$ cat config.mk
export PLATFORM = sky130hd
export DESIGN_NAME = issue_controller_flat
export DESIGN_NICKNAME = d
export VERILOG_FILES = /design/src/rtl/issue_controller_if.sv /design/src/rtl/issue_controller.sv /design/src/flat_wrapper.sv
export SDC_FILE = /design/constraint.sdc
export NUM_CORES = 1
export LEC_CHECK = 0
export ABC_AREA = 1
export CORE_ASPECT_RATIO = 1.4
export CORE_MARGIN = 2
export CORE_UTILIZATION = 50
export CTS_BUF_LIST = sky130_fd_sc_hd__clkbuf_4
export DETAILED_ROUTE_END_ITERATION = 8
export HOLD_SLACK_MARGIN = 0.05
export PLACE_DENSITY = 0.72
export SYNTH_ARGS = -nofsm -noshare
export SYNTH_HDL_FRONTEND = slang
export SYNTH_SLANG_ARGS = --single-unit
$ cat constraint.sdc
create_clock -name clock -period 3.8 [get_ports clock]
set_clock_uncertainty 0.15 [all_clocks]
set_input_delay 0.57 -clock clock [delete_from_list [all_inputs] [get_ports clock]]
set_output_delay 0.57 -clock clock [all_outputs]
set_load 0.01 [all_outputs]
$ cat src/rtl/issue_controller_if.sv
// issue_controller_if: fetch, resource-availability and issue signals of
// the in-order issue sequencer, bundled so they can be passed as one port.
//   master : drives the fetch stream, the reservation-station/ROB free flags,
//            flush and br_resolve, and observes fetch_ready and issue outputs
//   slave  : the issue_controller side
interface issue_controller_if;
  logic        fetch_valid;
  logic [31:0] fetch_instr;
  logic        fetch_ready;
  logic        rob_free;
  logic        alu_free;
  logic        mul_free;
  logic        mem_free;
  logic        flush;
  logic        br_resolve;
  logic        issue_valid;
  logic [31:0] issue_instr;
  logic [1:0]  issue_class;
  logic        stall;

  modport master (
    output fetch_valid, fetch_instr, rob_free, alu_free, mul_free, mem_free,
           flush, br_resolve,
    input  fetch_ready, issue_valid, issue_instr, issue_class, stall
  );

  modport slave (
    input  fetch_valid, fetch_instr, rob_free, alu_free, mul_free, mem_free,
           flush, br_resolve,
    output fetch_ready, issue_valid, issue_instr, issue_class, stall
  );
endinterface

$ cat src/rtl/issue_controller.sv
// issue_controller: in-order issue sequencer between fetch and decode.
// Buffers fetched words in a DEPTH-entry circular queue, classifies the head
// word by functional unit and issues at most one word per cycle when the ROB
// and the target reservation station both have room. issue_valid is the
// registered one-cycle strobe that drives decodePulse.
// Ports:
//   clock  : rising-edge clock
//   rst_n  : asynchronous active-low reset
//   bus    : issue_controller_if.slave (fetch handshake, free flags, flush,
//            br_resolve, issue_valid/instr/class, stall)
// Optional feature macro ISSUE_BNE_BLOCK_EN: after a bne issues, hold all
// further issue until br_resolve or flush.
module issue_controller #(
  parameter int unsigned DEPTH = 4
) (
  input logic               clock,
  input logic               rst_n,
  issue_controller_if.slave bus
);

  localparam int unsigned PW = $clog2(DEPTH);
  localparam int unsigned CW = PW + 1;

  typedef enum logic [1:0] {
    ST_EMPTY   = 2'd0,
    ST_READY   = 2'd1,
    ST_WAIT_BR = 2'd2
  } state_t;

  typedef enum logic [1:0] {
    CL_ALU = 2'd0,
    CL_MUL = 2'd1,
    CL_MEM = 2'd2,
    CL_BR  = 2'd3
  } class_t;

  logic [31:0]   mem_q [DEPTH];
  logic [PW-1:0] wr_ptr_q, wr_ptr_d;
  logic [PW-1:0] rd_ptr_q, rd_ptr_d;
  logic [CW-1:0] count_q, count_d;
  state_t        state_q, state_d;
  logic          issue_valid_q, issue_valid_d;
  logic [31:0]   issue_instr_q, issue_instr_d;
  class_t        issue_class_q, issue_class_d;

  logic [31:0] head;
  logic [5:0]  opcode, funct;
  class_t      head_class;
  logic        head_legal;
  logic        head_valid;
  logic        full;
  logic        unit_free;
  logic        wait_br;
  logic        fetch_ready;
  logic        push, pop, issue, drop;

  assign head       = mem_q[rd_ptr_q];
  assign opcode     = head[31:26];
  assign funct      = head[5:0];
  assign head_valid = (count_q != '0);
  assign full       = (count_q == CW'(DEPTH));

  always_comb begin
    head_legal = 1'b1;
    head_class = CL_ALU;
    case (opcode)
      6'b000000: head_legal = (funct == 6'b100000) || (funct == 6'b100010) ||
                              (funct == 6'b000000) || (funct == 6'b000010);
      6'b001000,
      6'b110000: head_class = CL_ALU;
      6'b011100: begin
        head_class = CL_MUL;
        head_legal = (funct == 6'b000010);
      end
      6'b100011,
      6'b101011: head_class = CL_MEM;
      6'b000101: head_class = CL_BR;
      default:   head_legal = 1'b0;
    endcase
  end

  always_comb begin
    unit_free = 1'b0;
    case (head_class)
      CL_ALU, CL_BR: unit_free = bus.alu_free;
      CL_MUL:        unit_free = bus.mul_free;
      CL_MEM:        unit_free = bus.mem_free;
      default:       unit_free = 1'b0;
    endcase
  end

`ifdef ISSUE_BNE_BLOCK_EN
  assign wait_br = (state_q == ST_WAIT_BR);
`else
  assign wait_br = 1'b0;
`endif

  // Full-based only: a pop in the same cycle does not reopen the queue.
  assign fetch_ready = !full && !bus.flush;
  assign push        = bus.fetch_valid && fetch_ready;
  assign issue = head_valid && head_legal && bus.rob_free && unit_free &&
                 !wait_br && !bus.flush;
  // Illegal heads are discarded in one cycle; the branch block also holds them.
  assign drop  = head_valid && !head_legal && !wait_br && !bus.flush;
  assign pop   = issue || drop;

  always_comb begin
    wr_ptr_d      = wr_ptr_q;
    rd_ptr_d      = rd_ptr_q;
    count_d       = count_q;
    state_d       = state_q;
    issue_valid_d = issue;
    issue_instr_d = issue ? head : issue_instr_q;
    issue_class_d = issue ? head_class : issue_class_q;

    if (bus.flush) begin
      wr_ptr_d = '0;
      rd_ptr_d = '0;
      count_d  = '0;
      state_d  = ST_EMPTY;
    end else begin
      if (push) wr_ptr_d = wr_ptr_q + PW'(1);
      if (pop)  rd_ptr_d = rd_ptr_q + PW'(1);
      case ({push, pop})
        2'b10:   count_d = count_q + CW'(1);
        2'b01:   count_d = count_q - CW'(1);
        default: count_d = count_q;
      endcase

      state_d = (count_d != '0) ? ST_READY : ST_EMPTY;
`ifdef ISSUE_BNE_BLOCK_EN
      // br_resolve only matters once in WAIT_BR, so a resolve coinciding
      // with the bne issue itself is ignored.
      if (state_q == ST_WAIT_BR) begin
        if (!bus.br_resolve) state_d = ST_WAIT_BR;
      end else if (issue && head_class == CL_BR) begin
        state_d = ST_WAIT_BR;
      end
`endif
    end
  end

  always_ff @(posedge clock or negedge rst_n) begin
    if (!rst_n) begin
      wr_ptr_q      <= '0;
      rd_ptr_q      <= '0;
      count_q       <= '0;
      state_q       <= ST_EMPTY;
      issue_valid_q <= 1'b0;
      issue_instr_q <= '0;
      issue_class_q <= CL_ALU;
    end else begin
      wr_ptr_q      <= wr_ptr_d;
      rd_ptr_q      <= rd_ptr_d;
      count_q       <= count_d;
      state_q       <= state_d;
      issue_valid_q <= issue_valid_d;
      issue_instr_q <= issue_instr_d;
      issue_class_q <= issue_class_d;
    end
  end

  // Queue storage carries no reset; count_q alone defines which entries are live.
  always_ff @(posedge clock) begin
    if (push) mem_q[wr_ptr_q] <= bus.fetch_instr;
  end

  assign bus.fetch_ready = fetch_ready;
  assign bus.issue_valid = issue_valid_q;
  assign bus.issue_instr = issue_instr_q;
  assign bus.issue_class = issue_class_q;
  assign bus.stall       = head_valid && !issue && !drop;

endmodule

$ cat src/flat_wrapper.sv
// flat-port wrapper written by rule: the top's interface ports become plain ports
module issue_controller_flat 
#(
  parameter int unsigned DEPTH = 4
)
  (clock, rst_n, bus_fetch_valid, bus_fetch_instr, bus_rob_free, bus_alu_free, bus_mul_free, bus_mem_free, bus_flush, bus_br_resolve, bus_fetch_ready, bus_issue_valid, bus_issue_instr, bus_issue_class, bus_stall);
  issue_controller_if bus_i ();
  input logic clock;
  input logic rst_n;
  input wire logic [$bits(bus_i.fetch_valid)-1:0] bus_fetch_valid;
  input wire logic [$bits(bus_i.fetch_instr)-1:0] bus_fetch_instr;
  input wire logic [$bits(bus_i.rob_free)-1:0] bus_rob_free;
  input wire logic [$bits(bus_i.alu_free)-1:0] bus_alu_free;
  input wire logic [$bits(bus_i.mul_free)-1:0] bus_mul_free;
  input wire logic [$bits(bus_i.mem_free)-1:0] bus_mem_free;
  input wire logic [$bits(bus_i.flush)-1:0] bus_flush;
  input wire logic [$bits(bus_i.br_resolve)-1:0] bus_br_resolve;
  output wire logic [$bits(bus_i.fetch_ready)-1:0] bus_fetch_ready;
  output wire logic [$bits(bus_i.issue_valid)-1:0] bus_issue_valid;
  output wire logic [$bits(bus_i.issue_instr)-1:0] bus_issue_instr;
  output wire logic [$bits(bus_i.issue_class)-1:0] bus_issue_class;
  output wire logic [$bits(bus_i.stall)-1:0] bus_stall;
  assign bus_i.fetch_valid = bus_fetch_valid;
  assign bus_i.fetch_instr = bus_fetch_instr;
  assign bus_i.rob_free = bus_rob_free;
  assign bus_i.alu_free = bus_alu_free;
  assign bus_i.mul_free = bus_mul_free;
  assign bus_i.mem_free = bus_mem_free;
  assign bus_i.flush = bus_flush;
  assign bus_i.br_resolve = bus_br_resolve;
  assign bus_fetch_ready = bus_i.fetch_ready;
  assign bus_issue_valid = bus_i.issue_valid;
  assign bus_issue_instr = bus_i.issue_instr;
  assign bus_issue_class = bus_i.issue_class;
  assign bus_stall = bus_i.stall;
  issue_controller #(.DEPTH(DEPTH)) u_core (.clock(clock), .rst_n(rst_n), .bus(bus_i));
endmodule
Yosys cells after proc, flatten, opt, wreduce, memory -nomap -nowiden
Memories as Yosys holds them, arrays and structs flattened.
Index checks and enable logic that the tools add are counted.
Word-level totals
  register bits: 42
  RAM bits: 128
  input bits: 41
  output and inout bits: 37
  memories: 1
Operators by class
  $add $sub $neg: 4
  equality and inequality tests: 15
  multiplexer cells: 11
  reduce and logical (&&, ||, !) cells: 29
Memories
  u_core.mem_q: words 4, width 32, rd ports 1, clocked after memory_dff 0, wr ports 1, RTL line issue_controller.sv:37  | logic [31:0] mem_q [DEPTH];
Operators by type and width (number)
  == test 6 bit, second input constant: 5
  zero test 6 bit: 2
  logical AND 1 bit: 10
  2-to-1 mux 2 bit: 4
  == test 2 bit, second input constant: 3
  == test 6 x 2 -> 1 bit, second input constant: 1
  == test 6 x 3 -> 1 bit, second input constant: 1
  == test 6 x 4 -> 1 bit, second input constant: 1
  == test 6 x 5 -> 1 bit, second input constant: 1
  one-hot mux 1 bit (3 select lines): 2
  one-hot mux 2 bit (3 select lines): 1
  one-hot mux 3 bit (2 select lines): 1
  nonzero test 3 bit: 2
  zero test 1 bit: 5
  OR reduction 5 bit: 1
  adder 2 x 1 -> 2 bit, second input constant: 2
  == test 2 x 1 -> 1 bit, second input constant: 2
  logical OR 1 bit: 4
  nonzero test 2 bit: 2
  OR reduction 2 bit: 2
  adder 3 x 1 -> 3 bit, second input constant: 1
  == test 3 bit, second input constant: 1
  2-to-1 mux 3 bit: 1
  subtractor 3 x 1 -> 3 bit, second input constant: 1
  other kinds (2): 3

Longest topological paths before layout
Gate-level depths: netlist of the first run.
An unclocked memory read counts as a cell.
  depth in word-level cells: 14
  gate-level depth with buffers: 25
  gate-level depth less buffers: 24

Worst setup path before layout of the first run
No wires, ideal clock.
  path type: register to register
  from: register u_core.rd_ptr_q[0]
  to: register u_core.count_q[2]
  setup time: 0.117 ns
  data arrival time: 3.048 ns
  path slack: 0.485 ns
  stages on the path, launching flop included: 25
  buffers on the path: 2
  clock period less this slack: 3.315 ns
  cell sequence: dfrtp_1 -> buf_6 -> inv_6 -> buf_6 -> nand2_1 -> nand3_2 -> nand2_2 -> nor2_1 -> nand3_1 -> nand2_1 -> inv_1 -> ha_1 -> a22o_1 -> mux2_2 -> nand3_1 -> nand2_2 -> nand2_2 -> inv_1 -> fa_1 -> xnor2_1 -> inv_1 -> nand2_1 -> nand2_1 -> nand2_1 -> nand2_1
RTL lines
  start, declared: RTL line issue_controller.sv:39  | logic [PW-1:0] rd_ptr_q, rd_ptr_d;
  start signal, assigned: RTL line issue_controller.sv:154  | rd_ptr_q <= rd_ptr_d;
  memory (4 x 32 bit) *
  == test 6 bit: RTL line issue_controller.sv:66  | case (opcode)
  OR reduction 2 bit: RTL line issue_controller.sv:66
  one-hot mux 2 bit (3 select lines) *: RTL line issue_controller.sv:66
  named net u_core.head_class[0]: RTL line issue_controller.sv:48  | class_t head_class;
  == test 2 bit or zero test 2 bit (tied branches): RTL line issue_controller.sv:84  | case (head_class)
  OR reduction 2 bit: RTL line issue_controller.sv:84
  one-hot mux 1 bit (3 select lines) *: RTL line issue_controller.sv:84
  logical AND 1 bit *: RTL line issue_controller.sv:101  | assign issue = head_valid && head_legal && bus.rob_free && unit_free &&
  logical AND 1 bit *: RTL line issue_controller.sv:102  | !wait_br && !bus.flush;
  logical OR 1 bit *: RTL line issue_controller.sv:105  | assign pop = issue || drop;
  == test 2 x 1 -> 1 bit or == test 2 bit (tied branches): RTL line issue_controller.sv:124  | case ({push, pop})
  one-hot mux 3 bit (2 select lines): RTL line issue_controller.sv:124
  2-to-1 mux 3 bit: RTL line issue_controller.sv:116  | if (bus.flush) begin
  end signal, assigned: RTL line issue_controller.sv:155  | count_q <= count_d;
  end, declared: RTL line issue_controller.sv:40  | logic [CW-1:0] count_q, count_d;
Mark *: on every way through the listed nets, which the timed path passes. The rest lies on a longest branch.
A chain may end at the register's enable or synchronous reset.

Worst setup path in the final report of the first run
  from: register u_core.rd_ptr_q[0]
  to: output bus_stall
RTL lines
  memory (4 x 32 bit) *
  == test 6 bit: RTL line issue_controller.sv:66
  OR reduction 2 bit: RTL line issue_controller.sv:66
  one-hot mux 2 bit (3 select lines) *: RTL line issue_controller.sv:66
  named net u_core.head_class[1]: RTL line issue_controller.sv:48
  == test 2 bit or zero test 2 bit (tied branches): RTL line issue_controller.sv:84
  OR reduction 2 bit: RTL line issue_controller.sv:84
  one-hot mux 1 bit (3 select lines) *: RTL line issue_controller.sv:84
  logical AND 1 bit *: RTL line issue_controller.sv:101
  logical AND 1 bit *: RTL line issue_controller.sv:102
  zero test 1 bit *: RTL line issue_controller.sv:172  | assign bus.stall = head_valid && !issue && !drop;
  logical AND 1 bit * (2 in a row): RTL line issue_controller.sv:172
  end, declared: RTL line flat_wrapper.sv:22  | output wire logic [$bits(bus_i.stall)-1:0] bus_stall;
Marks and branches as above.

==> impl_metrics.csv, run 1 <==
group,metric,value,unit
run_status,status,"finished clean",
timing,hold_viol,0,
grt,grt_overflow,0,
critical_path,path_cells,"buf_6 -> nand2_1 -> nand2_1 -> nand2_1 -> nand2_2 -> nor2_2 -> nand3_1 -> nand2_4 -> inv_1 -> ha_1 -> a22o_1 -> mux2_2 -> nand3_2 -> nand2_2 -> nor2_1 -> buf_2",
floorplanning,io_pins,78,
floorplanning,rows,50,
critical_path,crit_arrival,2.93,ns
hold_path,hold_class,"reg2reg",
floorplanning,fp.dieW,103.0,um
critical_path,crit_type,"reg2out",
drt,firstDrtPassIters,5,
synth,ys_warn_count,0,
timing,drv_slew,0,
synth,syn_area_per_cell,11.60,sq um
drt,vias,4683,
clock_tree,cts_buffers,17,
synth,synth_edf_count,128,
grt,grtUsageTotal,20.59,%
synth,ys.flop_type,"edfxtp_1",
grt,grt_pass1_vias,4685,
final_layout,nFillCells,1085,
critical_path,cpPeakStageDelay,0.51,ns
floorplanning,dieHeight,142.7,um
synth,synth_simple_gate_area_share,15.80,%
timing,fmax,0.2737,GHz
power_and_ir_drop,p_comb_share,30.3,%
place,dpl.hpwl,8802,um
synth,synthMuxAreaShare,0.1640,%
synth,synthXorXnorAreaFrac,0.1276,%
synth,synth_top_family_by_area,"simple AND/OR/NAND/NOR gates",
floorplanning,initial_core_util,51.29,%
drt,wl_per_cell,16.69,um
synth,postSynth.asyncResetShare,24.71,%
timing,setup_viol,0,
synth,netlist_instances,592,
grt,grt_max_degree,51,
grt,grt_pass1_wl,22820,um
clock_tree,cts_tree,"built",
final_layout,design_area,0.008363,sq mm
final_layout,fin_util,62.47,%
clock_tree,cts.path.max_buffers,2,
critical_path,crit_buf_inv,3,
synth,netlist_area,0.006867,sq mm
clock_tree,path_clk_slew,0.13,ns
clock_tree,clk_latency,0.54,ns
drt,first_iter_violations,355,
power_and_ir_drop,p_clk_share,23.7,%
clock_tree,htreeDepth,4,
place,placed_area,0.007845,sq mm
drt,drtAntennaViolNets,0,
final_layout,num_antenna_cells,0,
flow_run,maxCapViolCount,0,
synth,synth_cell_type_count,31,
clock_tree,cts-root-buf,"clkbuf_4",
drt,drc_errors,0,
place,place.gp.congestion,0.8136,
critical_path,crit_path_max_fanout,5,
power_and_ir_drop,power_frac_seq,46.0,%
drt,viasPerCell,5.304,
synth,yosysSeqAreaShare,71.28,%
critical_path,cp-end-kind,"output pin",
timing,worst_slack,0.1463,ns
synth,synthesis.nets,640,
critical_path,crit_top_cell,"nand2_1",
timing,max-slew-margin-rel,30.40,%
critical_path,critical-path-top-delay-family,"simple AND/OR/NAND/NOR gates",
final_layout,drive_gt1_share,14.27,%
grt,antenna_found_initial,0,
power_and_ir_drop,internal_power,0.003451,W
synth,synth-compound-area-share,7.453,%
floorplanning,core,0.01339,sq mm
place,pre_cts_slack,0.1404,ns
final_layout,syn_to_final_growth,21.79,%
critical_path,cpMaxStageDelayCell,"dfrtp_2",
final_layout,nets,736,
power_and_ir_drop,ir_drop,0.3173,mV
timing,finalCriticalPeriod,3.654,ns
timing,period_share,96.15,%
critical_path,cp.required,3.08,ns
floorplanning,dieArea,0.01470,sq mm
synth,synth_adder_area_share,1.385,%
power_and_ir_drop,p_sw,0.001597,W
critical_path,startpoint_type,"register",
power_and_ir_drop,p_sw_share,31.64,%
power_and_ir_drop,cellPowerDensity,603.6,mW/mm^2
drt,wirelength,14740,um
power_and_ir_drop,p_leak,3.306,nW
timing,tightest_slew,1.044,ns
synth,ys_ff_latch,170,
place,io_buffer_count,76,
clock_tree,clock-sinks,170,
synthesized netlist by cell type, types with 2 or more instances:
library cell	n	area (sq um)
nand2_1	167	626.9
edfxtp_1	128	3844
nor2_1	68	255.2
o21ai_0	48	240.2
dfrtp_1	42	1051
nand3_1	24	120.1
inv_1	23	86.33
o22ai_1	20	125.1
clkbuf_1	12	45.04
buf_2	9	45.04
ha_1	6	75.07
a21oi_1	5	25.02
buf_6	5	56.30
nand2_2	5	31.28
o21ai_2	5	43.79
o21ai_1	4	20.02
inv_2	3	11.26
nand4_1	3	18.77
a22o_1	2	17.52
o22a_1	2	17.52
worst register-to-register path, delay by kind of cell, from the launching register on:
kind	cells	cell delay (ns)
simple gates	14	1.14
fa+ha+maj	2	0.55
flops	1	0.51
buf+inv	5	0.50
mux	1	0.27
xor+xnor	1	0.18
compound gates	1	0.17
final timing paths:
path                                                    to                       start  slack [ns]  cells past startpoint
worst max-delay path                             bus_stall          u_core.rd_ptr_q[0]        0.15                     16
worst min-delay path            u_core.bus.issue_instr[25]  u_core.bus.issue_instr[25]        0.33                      2
worst max register to register           u_core.count_q[2]          u_core.rd_ptr_q[0]        0.19                     24
worst min register to register  u_core.bus.issue_instr[25]  u_core.bus.issue_instr[25]        0.33                      2
max in group asynchronous               u_core.rd_ptr_q[0]                       rst_n        2.20                      2
min in group asynchronous       u_core.bus.issue_instr[27]                       rst_n        0.59                      2
repair_timing:
item	4_1_cts	5_1_grt
hold buffers	1	0
setup endpoints to repair	1	2
buffers inserted	7	5
pin swaps	2	12
endpoints found under the hold margin	8	0
cloned	0	1
resized for setup	5	24
layer usage:
metal | routed length, um | global-route usage, % | vias to the layer above
li1 | - | - | 2223
met1 | 5813 | 24.83 | 2277
met2 | 7906 | 36.57 | 161
met3 | 814 | 4.601 | 22
met4 | 201 | 6.025 | 0
met5 | 0 | 0 | -
power groups by stage:
| stage | Combinational [W] | Clock (W) | Sequential (W) |
|---|---|---|---|
| 6_report | 0.00153 | 0.00120 | 0.00232 |
| 2_1_floorplan | 0.000818 | 0 | 0.00239 |
| 5_1_grt | 0.00169 | 0.00129 | 0.00234 |
| 3_5_place_dp | 0.00137 | 0 | 0.00237 |
| 3_3_place_gp | 0.00131 | 0 | 0.00236 |
| 4_1_cts | 0.00144 | 0.00123 | 0.00232 |
cells by family after synthesis:
kind of cell	after synthesis
buffers and inverters	54
AND/OR/NAND/NOR	271
AO/OA/AOI/OAI	88
flip-flops	170
multiplexers	1
XOR/XNOR	1
adder cells (fa/ha/maj)	7
state kept, by name, indices dropped and copies added (netlist names):
name / count
u_core.bus.issue_class: 2
u_core.count_q: 3
u_core.bus.issue_instr: 32
u_core.wr_ptr_q: 2
u_core.rd_ptr_q: 2
u_core.mem_q: 128
u_core.bus.issue_valid: 1
layout by cell type (no fill, tap or decap), drive strengths merged:
| cell | instances |
|---|---|
| a22o | 2 |
| o22ai | 20 |
| clkdlybuf4s50 | 74 |
| nor2 | 70 |
| dlygate4sd3 | 1 |
| o21ai | 57 |
| mux2 | 1 |
| clkinvlp | 1 |
| buf | 28 |
| clkinv | 6 |
| nand4 | 3 |
| fa | 1 |
| xnor2 | 1 |
| nand2 | 172 |
| bufinv | 5 |
| ha | 6 |
| clkbuf | 20 |
| a21oi | 6 |
| dfrtp | 42 |
| o22a | 2 |
| nand3 | 25 |
| a31oi | 1 |
| inv | 28 |
| nor3 | 1 |
| edfxtp | 128 |
cell type report:
| type | instances | area (sq um) | area share, % |
|---|---|---|---|
| Clock buffer | 20 | 150.1 | 1.795 |
| Clock inverter | 12 | 197.7 | 2.364 |
| Inverter | 27 | 106.4 | 1.272 |
| Multi-Input combinational cell | 368 | 1799 | 21.51 |
| Sequential cell | 170 | 4896 | 58.54 |
| Tap cell | 182 | 227.7 | 2.723 |
| Timing Repair Buffer | 103 | 979.7 | 11.71 |
| Timing Repair inverter | 1 | 6.256 | 0.07481 |
per-stage QoR:
step | cells | hold WS, ns | setup TNS (ns) | total power (W)
final | 883 | 0.3322 | 0 | 0.005048
after global routing | 883 | 0.3648 | -0.1811 | 0.005324
after CTS | 877 | 0.3363 | 0 | 0.004980
after detailed placement | 837 | 0.3070 | 0 | 0.003743
after global placement | 837 | 0.3063 | 0 | 0.003668
after floorplan | 592 | 0.1244 | 0 | 0.003206
No activity file was read; power rests on OpenSTA's default activity.
==> inputs of run 2 (changes only) <==
- CTS_BUF_LIST: sky130_fd_sc_hd__clkbuf_4 -> sky130_fd_sc_hd__clkbuf_8
==> run 2 against run 1 <==
  * Routed wire length shrank 0.99%
  * Combinational power shrank 5%
  * Power grew 2.8%
  * Die area is the same
  * Clock-buffer cell count shrank 2
  * Non-clock buffer count shrank 5
  * Design area grew 0.19%
  * Utilization grew 0.12 points
  * First-iteration DRC count shrank 9.9%
  * Cell count shrank 0.68%
  * Flip-flop and latch count is the same
  * Register-to-register slack gained 0.04 ns
  * Critical endpoint is now u_core.count_q[2]
==> impl_metrics.csv, run 2 (synthesis results as in run 1) <==
group,metric,value,unit
final_layout,syn_to_final_growth,22.03,%
critical_path,cp-end-kind,"register",
floorplanning,dieHeight,142.7,um
critical_path,cpPeakStageDelay,0.47,ns
timing,finalSetupTns,0,ns
final_layout,regMostFlops,"u_core.mem_q",
clock_tree,cts-root-buf,"clkbuf_8",
run_status,status,"finished clean",
clock_tree,clk_latency,0.45,ns
critical_path,cpMaxStageDelayCell,"dfrtp_2",
drt,vias,4639,
floorplanning,initial_core_util,51.29,%
critical_path,crit_buf_inv,6,
critical_path,crit_path_max_fanout,6,
place,dpl.hpwl,8802,um
timing,finalCriticalPeriod,3.574,ns
power_and_ir_drop,ir_drop,0.3307,mV
clock_tree,cts_buffers,17,
critical_path,critical-path-top-delay-family,"simple AND/OR/NAND/NOR gates",
timing,fmax,0.2798,GHz
place,io_buffer_count,76,
power_and_ir_drop,p_leak,3.331,nW
critical_path,crit_arrival,3.77,ns
grt,grt_max_degree,51,
floorplanning,dieArea,0.01470,sq mm
critical_path,path_depth,24,
clock_tree,hold_buffers,0,
timing,drv_slew,0,
clock_tree,htreeDepth,4,
timing,setup_viol,0,
critical_path,cp.required,4.00,ns
final_layout,nets,730,
critical_path,startpoint_type,"register",
drt,wirelength,14590,um
critical_path,crit_top_cell,"nand2_1",
grt,grtUsageTotal,20.72,%
critical_path,worstRegToRegCells,24,
grt,grt_overflow,0,
grt,antenna_found_initial,0,
critical_path,crit_type,"reg2reg",
final_layout,num_antenna_cells,0,
drt,wl_per_cell,16.64,um
drt,first_iter_violations,320,
final_layout,design_area,0.008379,sq mm
hold_path,hold_class,"in2async",
place,placed_area,0.007845,sq mm
timing,tightest_slew,1.047,ns
drt,drc_errors,0,
clock_tree,cts_tree,"built",
floorplanning,rows,50,
drt,viasPerCell,5.290,
timing,period_share,94.04,%
flow_run,maxCapViolCount,0,
clock_tree,path_clk_slew,0.09,ns
drt,drtAntennaViolNets,0,
clock_tree,clock-sinks,170,
drt,firstDrtPassIters,7,
floorplanning,fp.dieW,103.0,um
clock_tree,cts.path.max_buffers,2,
place,place.gp.congestion,0.8136,
final_layout,mostFrequentLayoutCells,"nand2_1 (164), edfxtp_1 (128), clkdlybuf4s50_1 (74)",
critical_path,path_cells,"buf_4 -> nand2_1 -> nand3_1 -> nand2_1 -> inv_2 -> nor2_2 -> nand2_1 -> nand2_2 -> inv_1 -> ha_1 -> a22o_1 -> mux2_2 -> nand3_1 -> nand2_2 -> buf_4 -> nand2_4 -> inv_1 -> fa_1 -> xnor2_1 -> inv_1 -> nand2_1 -> nand2_1 -> nand2_1 -> nand2_1",
floorplanning,io_pins,78,
grt,grt_pass1_vias,4704,
timing,hold_viol,0,
final_layout,largest_reg_flops,128,
floorplanning,core,0.01339,sq mm
grt,grt_pass1_wl,22780,um
final_layout,final_common_cell,"nand2_1",
critical_path,ff2ff_setup_slack,0.23,ns
timing,max-slew-margin-rel,30.18,%
power_and_ir_drop,cellPowerDensity,619.5,mW/mm^2
timing,grt_setup_unrepaired,"false",
final_layout,drive_gt1_share,11.94,%
## run 2: final timing paths
| path | startpoint | end |
|---|---|---|
| worst max-delay path | u_core.rd_ptr_q[0] | u_core.count_q[2] |
| worst max register to register | u_core.rd_ptr_q[0] | u_core.count_q[2] |
| max in group asynchronous | rst_n | u_core.rd_ptr_q[0] |
| min in group clock | u_core.bus.issue_instr[25] | u_core.bus.issue_instr[25] |
| worst min-delay path | rst_n | u_core.bus.issue_instr[29] |
| worst min register to register | u_core.bus.issue_instr[25] | u_core.bus.issue_instr[25] |
## run 2: metal layers
layer | global-route usage (%) | up-vias | part of all wire [%]
met5 | 0 | - | 0
met3 | 4.895 | 23 | 5.6
met2 | 36.47 | 161 | 53
met1 | 24.56 | 2251 | 40
li1 | - | 2204 | -
met4 | 7.202 | 0 | 1.4
## run 2: what timing repair did
| action | CTS | global route |
|---|---|---|
| setup buffers | 6 | 2 |
| pin swaps | 1 | 4 |
| resized for setup | 3 | 9 |
| endpoints found under the hold margin | 0 | 0 |
| setup endpoints to repair | 1 | 2 |
## run 2: final cells by class
cell class | count | area (sq um)
clock buffer | 18 | 247.7
fill | 1076 | 5009
inverter | 27 | 106.4
tap | 182 | 227.7
multi-input combinational | 368 | 1764
clock inverter | 14 | 205.2
sequential | 170 | 4896
timing repair buffer | 98 | 932.1
## run 2: metrics by stage
step | power, W | util (%) | setup WS (ns) | hold slack, ns | cells
after floorplan | 0.003206 | - | 0.4850 | 0.1244 | 592
after global placement | 0.003668 | 58.60 | 0.2227 | 0.3063 | 837
after detailed placement | 0.003743 | 58.60 | 0.1404 | 0.3070 | 837
after CTS | 0.005194 | 62.33 | 0.006493 | 0.1571 | 875
after global routing | 0.005467 | 62.59 | 0.01121 | 0.1881 | 877
final | 0.005191 | 62.59 | 0.2265 | 0.1448 | 877
## run 2: where the power goes
group | switching [W] | internal [W] | total (W)
Sequential | 0.000110 | 0.00221 | 0.00232
Combinational | 0.000858 | 0.000595 | 0.00145
Clock | 0.000627 | 0.000794 | 0.00142
==> inputs of run 3 (changes only) <==
- CORE_MARGIN: 2 -> unset
==> run 3 against run 2 <==
  * Critical path depth down 6
  * Non-clock buffer count up 8
  * Sequential share of layout area down 0.31 points
  * Worst hold slack better by 0.0027 ns
==> impl_metrics.csv, run 3 (synthesis results as in run 1) <==
group,metric,value,unit
run_status,status,"finished clean",
power_and_ir_drop,fin_total_pwr,0.005004,W
critical_path,crit_type,"reg2out",
grt,grt_pass1_vias,4831,
place,place.gp.congestion,0.8426,
grt,grtUsageTotal,21.92,%
critical_path,crit_top_cell,"nand2_2",
hold_path,hold_class,"in2async",
clock_tree,clk_latency,0.45,ns
final_layout,regMostFlops,"u_core.mem_q",
timing,max-slew-margin-rel,32.37,%
floorplanning,core,0.01339,sq mm
place,io_buffer_count,76,
place,dpl.hpwl,8864,um
floorplanning,io_pins,78,
critical_path,crit_arrival,2.95,ns
grt,grt_max_degree,47,
timing,period_share,96.48,%
floorplanning,dieHeight,140.7,um
timing,hold_viol,0,
critical_path,path_depth,18,
final_layout,num_antenna_cells,0,
clock_tree,clock-sinks,170,
timing,drv_slew,0,
drt,drtAntennaViolNets,0,
floorplanning,initial_core_util,51.29,%
drt,wl_per_cell,16.80,um
grt,grt_overflow,0,
grt,antenna_found_initial,0,
power_and_ir_drop,ir_drop,0.2711,mV
final_layout,nets,738,
power_and_ir_drop,cellPowerDensity,593.7,mW/mm^2
drt,firstDrtPassIters,5,
clock_tree,cts.path.max_buffers,2,
power_and_ir_drop,p_leak,3.309,nW
drt,drc_errors,0,
final_layout,syn_to_final_growth,22.74,%
clock_tree,path_clk_slew,0.10,ns
timing,setup_viol,0,
drt,first_iter_violations,391,
critical_path,path_cells,"clkinv_8 -> buf_8 -> nand2_1 -> nand2_1 -> nand2_1 -> nand2_2 -> nand2_2 -> nor2_4 -> nand2_2 -> nand2_2 -> inv_1 -> ha_1 -> a22o_1 -> mux2_4 -> nand3_4 -> nand2_4 -> nor2_2 -> buf_2",
floorplanning,fp.dieW,101.0,um
critical_path,critical-path-top-delay-family,"simple AND/OR/NAND/NOR gates",
timing,finalCriticalPeriod,3.666,ns
floorplanning,dieArea,0.01421,sq mm
final_layout,fin_util,62.95,%
drt,wirelength,14870,um
final_layout,nFillCells,1082,
place,dp_cells,836,
flow_run,maxCapViolCount,0,
critical_path,r2r_end,"u_core.count_q[2]",
critical_path,cp-end-kind,"output pin",
clock_tree,cts_tree,"built",
critical_path,cp.required,3.08,ns
critical_path,cpMaxStageDelayCell,"dfrtp_4",
critical_path,cpPeakStageDelay,0.54,ns
clock_tree,htreeDepth,4,
final_layout,drive_gt1_share,15.22,%
critical_path,startpoint_type,"register",
critical_path,worstReg2RegStart,"u_core.rd_ptr_q[0]",
critical_path,ff2ff_setup_slack,0.26,ns
critical_path,worstRegToRegCells,25,
timing,tightest_slew,1.014,ns
final_layout,largest_reg_flops,128,
final_layout,instances_no_fill,885,
clock_tree,hold_buffers,0,
drt,viasPerCell,5.379,
clock_tree,cts_buffers,17,
drt,vias,4760,
final_layout,mostFrequentLayoutCells,"nand2_1 (154), edfxtp_1 (128), clkdlybuf4s50_1 (74)",
final_layout,final_common_cell,"nand2_1",
floorplanning,rows,50,
grt,grt_pass1_wl,23280,um
timing,fmax,0.2728,GHz
clock_tree,cts-root-buf,"clkbuf_8",
critical_path,crit_path_max_fanout,8,
timing,finalSetupTns,0,ns
critical_path,crit_buf_inv,4,
## run 3: changes by cell type in the layout (fill, tap and decap cells not counted), moves of 2 or more
cell	before	now
buf_4	20	27
bufinv_16	5	0
clkinv_1	0	2
clkinvlp_4	1	4
inv_1	26	23
nand2_1	164	154
nand2_2	7	16
nand3_1	23	20
nand3_4	0	2
nor2_1	62	60
nor2_4	5	8
## run 3: final cells by class
cell class / instances / area, sq um / area share, %
Clock inverter: 15 / 103.9 / 1.232
Multi-Input combinational cell: 368 / 1848 / 21.93
Sequential cell: 170 / 4898 / 58.12
Inverter: 27 / 116.4 / 1.381
Tap cell: 182 / 227.7 / 2.702
Clock buffer: 17 / 234.0 / 2.776
Timing Repair Buffer: 106 / 999.7 / 11.86
## run 3: worst max-delay path by stage
stage	start	endpoint	slack [ns]
2_1_floorplan	u_core.rd_ptr_q[0]	u_core.count_q[2]	0.49
3_3_place_gp	u_core.rd_ptr_q[0]	bus_stall	0.17
3_5_place_dp	u_core.rd_ptr_q[0]	bus_stall	0.08
4_1_cts	u_core.rd_ptr_q[0]	bus_stall	0.002
5_1_grt	u_core.rd_ptr_q[0]	bus_stall	-0.05
6_report	u_core.rd_ptr_q[0]	bus_stall	0.13
## run 3: repair_timing
action	in CTS	in global routing
pin swaps	3	13
gates resized for setup	8	34
setup endpoints to repair	1	2
setup buffers	6	12
## run 3: power breakdown
group | internal, W | switching (W)
clock | 0.000450 | 0.000641
combinational | 0.000668 | 0.000923
sequential | 0.00221 | 0.000113
## run 3: stage by stage
stage          cell area (sq um)  setup WS [ns]  hold slack [ns]
2_1_floorplan               6867         0.4850           0.1244
3_3_place_gp                7838         0.1663           0.3048
3_5_place_dp                7838        0.08478           0.3129
4_1_cts                     8247       0.001751           0.1586
5_1_grt                     8428       -0.04594           0.2020
6_report                    8428         0.1339           0.1475
## run 3: worst reg2reg max path: stages (launching register included)
cell	delay (ns)
dfrtp_4	0.54
clkinv_8	0.09
buf_8	0.12
nand2_1	0.08
nand2_1	0.07
nand2_1	0.06
nand2_2	0.09
nand2_2	0.08
nor2_4	0.12
nand2_2	0.06
nand2_2	0.07
inv_1	0.04
ha_1	0.18
a22o_1	0.22
mux2_4	0.29
nand3_4	0.08
nand2_4	0.08
nand2_2	0.11
inv_1	0.07
fa_1	0.38
xnor2_1	0.20
inv_1	0.06
nand2_1	0.06
nand2_1	0.05
nand2_1	0.05
nand2_1	0.05
## run 3: per-layer routing
metal / vias to the layer above / global-route usage (%) / share of wire [%]
met4: 0 / 9.687 / 2.2
li1: 2216 / - / -
met1: 2327 / 25.46 / 39
met5: - / 0 / 0
met2: 190 / 38.24 / 53
met3: 27 / 5.107 / 5.5
==> edit 1, RTL diff (settings of run 3) <==
`DEPTH` is set to 4 in 2 places; all go to 8.
--- a/src/rtl/issue_controller.sv
+++ b/src/rtl/issue_controller.sv
@@ -11,7 +11,7 @@
 // Optional feature macro ISSUE_BNE_BLOCK_EN: after a bne issues, hold all
 // further issue until br_resolve or flush.
 module issue_controller #(
-  parameter int unsigned DEPTH = 4
+  parameter int unsigned DEPTH = 8
 ) (
   input logic               clock,
   input logic               rst_n,
--- a/src/flat_wrapper.sv
+++ b/src/flat_wrapper.sv
@@ -1,7 +1,7 @@
 // flat-port wrapper written by rule: the top's interface ports become plain ports
 module issue_controller_flat 
 #(
-  parameter int unsigned DEPTH = 4
+  parameter int unsigned DEPTH = 8
 )
   (clock, rst_n, bus_fetch_valid, bus_fetch_instr, bus_rob_free, bus_alu_free, bus_mul_free, bus_mem_free, bus_flush, bus_br_resolve, bus_fetch_ready, bus_issue_valid, bus_issue_instr, bus_issue_class, bus_stall);
   issue_controller_if bus_i ();
Formal check against the unedited RTL: not equivalent (a bounded check fails within 10 cycles, from zero or initial values and one cycle with rst_n low).
==> edit 1 against run 3 <==
The run now ends with negative setup slack left; setup slack got worse by 0.31 ns; first-iteration DRC count rose by 66%; synthesized cell count up 69%; final area increased by 76%; area after synthesis increased by 77%; wire length rose by 80%; sequential cell count is 131 higher; power up 84%; critical endpoint unchanged; highest routed layer unchanged.
==> edit 1: results (changes against run 3) <==
[detailed_routing]
avgRoutedWirePerCell_um=18.1  ; +7.5%
routed_via_density=5.45  ; +1.3%
drtIter0Drc=648  ; +66%

[power_and_ir_drop]
clkPwrFrac_pct=24.9  ; +3.1 points
p_leak_nw=5.60  ; +69%
p_seq_share_pct=42.8  ; -3.6 points
p_per_area_mw_per_mm2=620  ; +4.5%
peakVddDrop_v=0.000294  ; +8.4%
internal_power_mw=6.20  ; +86%

[logic_synthesis]
synth.distinct_cells=35  ; +13%
syn_nets=1050  ; +64%
synth_top_cells_by_area=edfxtp_1 63%, dfrtp_1 9.2%, nand2_1 4.9%
async_flop_share_pct=15.0  ; -9.8 points
yosys-mux-area-fraction_pct=0  ; -0.16 points
synth-xor-area-share_pct=0.144  ; +0.016 points
ys_seq_area_share_pct=72.3  ; +1.1 points
synth_edf_count=256  ; +100%
synth_commonest_cells=256 x edfxtp_1, 160 x nand2_1, 134 x nor2_1
synth_top_area_share_pct=63.1  ; +7.1 points
synth_adder_area_share_pct=0.780  ; -0.60 points
synth-compound-area-share_pct=10.3  ; +2.8 points

[layout]
fill_cells=1780  ; +65%
seq_share_pct=59.5  ; +1.4 points
fin_cells=1484  ; +68%
drive_above_1_share_pct=17.6  ; +2.4 points
clkCellAreaFrac_pct=5.27  ; +1.3 points
clkbuf_count=46  ; +29
multi_input_gates=582  ; +58%
flow.area_growth_from_synthesis_pct=21.7
layout.nets=1187  ; +61%
largest_reg_flops=256  ; +100%
buffers=149  ; +41%
nFlopsAndLatches=301  ; +77%

[sta]
slew_headroom_pct=40.5  ; +8.1 points
finalSetupViolations=1  ; +1
timing.final.ws_setup_ns=-0.173  ; -0.306 ns

[grt]
grt_pass1_wl_um=42400  ; +82%
grt_max_degree=54  ; +15%
antenna_found_initial=1  ; +1
grt_pass1_vias=8300  ; +72%
grt_use_met2_pct=37.4  ; -0.81 points
grtUsageTotal_pct=22.2  ; +0.23 points

[clocking]
cts_max_path_buffers=3  ; +1
clkSlewWorstSetupHoldPaths_ns=0.07  ; -0.03 ns
cts_buffers=42  ; +25
clk-insertion-delay-late_ns=0.55  ; +0.10 ns
post_cts_buffers=14  ; +8

[min_path]
hp-class=reg -> reg

[die]
taps=310  ; +70%

[outcome]
violations=negative setup slack
status=complete, but fails checks

[placed_design]
gp_congestion=0.743  ; -12%
place.detailed.hpwl_um=14600  ; +64%
pre_cts_slack_ns=-0.0850  ; -0.170 ns
placed_cell_area_mm2=0.0136  ; +73%

[worst_setup_path]
critical_path.max_fanout=6  ; -2

==> edit 1: cell count changes in the layout (fill, tap and decap cells not counted), sizes merged, moves of 4 or more <==
cell,delta
clkbuf,+29
edfxtp,+128
nor2,+67
buf,+42
o221ai,+20
o211ai,+5
nand2,-6
inv,+51
o21ai,+105
o22ai,+4
nand3,+22
==> edit 1: path summary, 6_finish.rpt <==
kind,start,endpoint,slack [ns],depth (start not counted)
max,u_core.rd_ptr_q[0],bus_stall,-0.17,21
min,u_core.bus.issue_instr[1],u_core.bus.issue_instr[1],0.33,2
max reg2reg,u_core.rd_ptr_q[0],u_core.count_q[3],0.04,28
min reg2reg,u_core.bus.issue_instr[1],u_core.bus.issue_instr[1],0.33,2
max in group asynchronous,rst_n,u_core.bus.issue_instr[11],2.18,3
min in group asynchronous,rst_n,u_core.bus.issue_instr[1],0.53,2
==> edit 1: critical path, stage by stage (launching register included) <==
cell and delay [ns]:
dfrtp_4 0.53, clkinv_8 0.09, buf_12 0.11, buf_16 0.13, nand2_4 0.06, nand3_4 0.07
nand2_1 0.06, nand2_1 0.07, nand2_2 0.07, nor2_4 0.12, buf_6 0.12, nand3_4 0.07
nand2_4 0.10, inv_2 0.04, ha_2 0.15, a221o_1 0.29, o211ai_1 0.15, nor3_2 0.08
nand2_2 0.13, nand2_4 0.05, nor2_2 0.08, buf_2 0.13
==> edit 1: kinds of logic after synthesis <==
group	Yosys count
AO/OA/AOI/OAI	218
XOR/XNOR	2
adder cells (fa/ha/maj)	7
buffers and inverters	119
flip-flops	301
AND/OR/NAND/NOR	355
==> edit 1: routing by layer <==
metal	part of all wire [%]	up-vias
li1	-	3821
met1	39	3887
met2	51	305
met3	6.9	70
met4	3.5	0
met5	0	-
==> edit 2, RTL diff (config.mk and constraints of run 3) <==
Without the edit above. Take the reset off `issue_instr_q` and load it in a clocked block of its own.
--- a/src/rtl/issue_controller.sv
+++ b/src/rtl/issue_controller.sv
@@ -147,7 +147,6 @@
       count_q       <= '0;
       state_q       <= ST_EMPTY;
       issue_valid_q <= 1'b0;
-      issue_instr_q <= '0;
       issue_class_q <= CL_ALU;
     end else begin
       wr_ptr_q      <= wr_ptr_d;
@@ -155,9 +154,12 @@
       count_q       <= count_d;
       state_q       <= state_d;
       issue_valid_q <= issue_valid_d;
-      issue_instr_q <= issue_instr_d;
       issue_class_q <= issue_class_d;
     end
+  end
+
+  always_ff @(posedge clock) begin
+    issue_instr_q <= issue_instr_d;
   end
 
   // Queue storage carries no reset; count_q alone defines which entries are live.
Formal check against the unedited RTL: differs if rst_n is asserted again (counterexample within 4 cycles, from zero or initial values and one cycle with rst_n low); with rst_n held inactive, the same outputs for 4 cycles.
==> edit 2 against run 3 <==
Largest power group unchanged; global-route usage shrank 1.2 points; sequential cell count is the same; utilization grew 0.91 points; setup slack gained 0.016 ns; wire length shrank 9.1%; area after synthesis shrank 3.0%; final area shrank 2.0%; final cell count shrank 11%; power shrank 5.9%; synthesized cell count shrank 14%.
==> edit 2: results (changes against run 3) <==
[outcome]
status=finished clean

[placed_design]
numPortBuffers=76  ; unchanged
placed_cell_area_mm2=0.00772  ; -1.5%
place.detailed.hpwl_um=8320  ; -6.1%
gp_congestion=0.823  ; -2.4%
pre_cts_slack_ns=0.0314  ; -0.0534 ns

[clocking]
cts_max_path_buffers=2  ; unchanged
h-tree-depth=4  ; unchanged
clk-insertion-delay-late_ns=0.46
clkSlewWorstSetupHoldPaths_ns=0.10  ; about the same
cts_root_buf=clkbuf_8
cts_buffers=17  ; unchanged

[logic_synthesis]
syn_nets=555  ; -13%
synth_adder_area_share_pct=1.43  ; +0.043 points
synth-xor-area-share_pct=0.131  ; +0.0039 points
synth_top_cells_by_area=edfxtp_1 72%, nand2_1 5.1%, dfrtp_1 3.8%
ys_warn_count=0  ; unchanged
synth.distinct_cells=31  ; unchanged
ys_seq_area_share_pct=75.9  ; +4.6 points
synth_flop_cell=edfxtp_1
synth_edf_count=160  ; +25%
async_flop_share_pct=5.88  ; -19 points
yosys-mux-area-fraction_pct=0.169  ; +0.0051 points
synth-compound-area-share_pct=6.65  ; -0.80 points
synth_commonest_cells=160 x edfxtp_1, 91 x nand2_1, 60 x nor2_1

[layout]
diodes=0  ; unchanged
top_register=u_core.mem_q
layout.nets=649  ; -12%
drive_above_1_share_pct=13.4  ; -1.9 points
fill_cells=953  ; -12%
largest_reg_flops=128  ; unchanged

[power_and_ir_drop]
p_sw_share_pct=32.8  ; -0.66 points
p_leak_nw=3.00  ; -9.5%
comb_power_mw=1.19  ; -25%
total_power_mw=4.71  ; -5.9%
peakVddDrop_v=0.000299  ; +10%
powerSeq_mw=2.27  ; -2%

[grt]
grt_max_degree=41  ; -13%
antenna_found_initial=0  ; unchanged
grtUsageTotal_pct=20.7  ; -1.2 points
grt_pass1_vias=4310  ; -11%
grt_pass1_wl_um=21400  ; -8.2%

[worst_setup_path]
slowest_stage=dfrtp_2
critical_path.max_fanout=8  ; unchanged
worstPathArrival_ns=2.93  ; -0.02 ns
critPathTopFamily=simple AND/OR/NAND/NOR gates
crit_path_max_incr_delay_ns=0.51  ; -0.03 ns

[detailed_routing]
top_layer=met4
wl_met2_um=7330  ; -7.7%
m1WireLength_um=5300  ; -8.4%
met3_length_um=597  ; -27%
drtIter0Drc=325  ; -17%
vias=4233  ; -11%
dr.pass1.iters=7  ; +2
avgRoutedWirePerCell_um=17.1  ; +1.6%

[sta]
slew_headroom_pct=61.9  ; +30 points
finalSetupViolations=0  ; unchanged

[min_path]
hp-class=in -> async

edit 2: area by class of cell:
type | count | area (um2) | share of cell area, %
clock buffer | 17 | 234 | 2.83
clock inverter | 15 | 169 | 2.04
inverter | 36 | 143 | 1.73
multi-input combinational | 280 | 1450 | 17.6
sequential | 170 | 5060 | 61.2
tap | 178 | 223 | 2.70
timing repair buffer | 96 | 983 | 11.9
edit 2: metrics by stage:
step / hold slack (ns) / instances
finish: 0.283 / 792
global route: 0.307 / 792
CTS: 0.282 / 790
detailed placement: 0.355 / 756
global placement: 0.326 / 756
floorplan: 0.124 / 507
edit 2: final timing paths:
kind	start	to	slack [ns]	depth (start not counted)
max	u_core.rd_ptr_q[0]	bus_stall	0.15	16
min	rst_n	u_core.bus.issue_class[0]	0.28	1
max reg2reg	u_core.rd_ptr_q[0]	u_core.count_q[2]	0.26	23
min reg2reg	u_core.bus.issue_class[0]	u_core.bus.issue_class[0]	0.37	2
max in group asynchronous	rst_n	u_core.rd_ptr_q[0]	2.86	1
min in group clock	u_core.bus.issue_class[0]	u_core.bus.issue_class[0]	0.37	2
edit 2: cell families (layout without fill, tap and decap cells):
kind of cell,Yosys count,after routing
fa+ha+maj,7,7
buf+inv,57,164
compound gates,80,80
mux,1,1
xor+xnor,1,1
flops,170,170
simple gates,191,191
edit 2: metal layers:
| layer | GRT usage [%] | vias to the layer above |
|---|---|---|
| met5 | 0 | - |
| met4 | 9.13 | 0 |
| met3 | 4.49 | 24 |
| met2 | 36.6 | 142 |
| met1 | 24.0 | 2084 |
| li1 | - | 1983 |
edit 2: timing repair:
action / 4_1_cts / 5_1_grt
endpoints found under the setup margin: 1 / 2
setup buffers: 1 / 1
resized for setup: 8 / 13
gates cloned: 1 / 1
pin swaps: 0 / 1
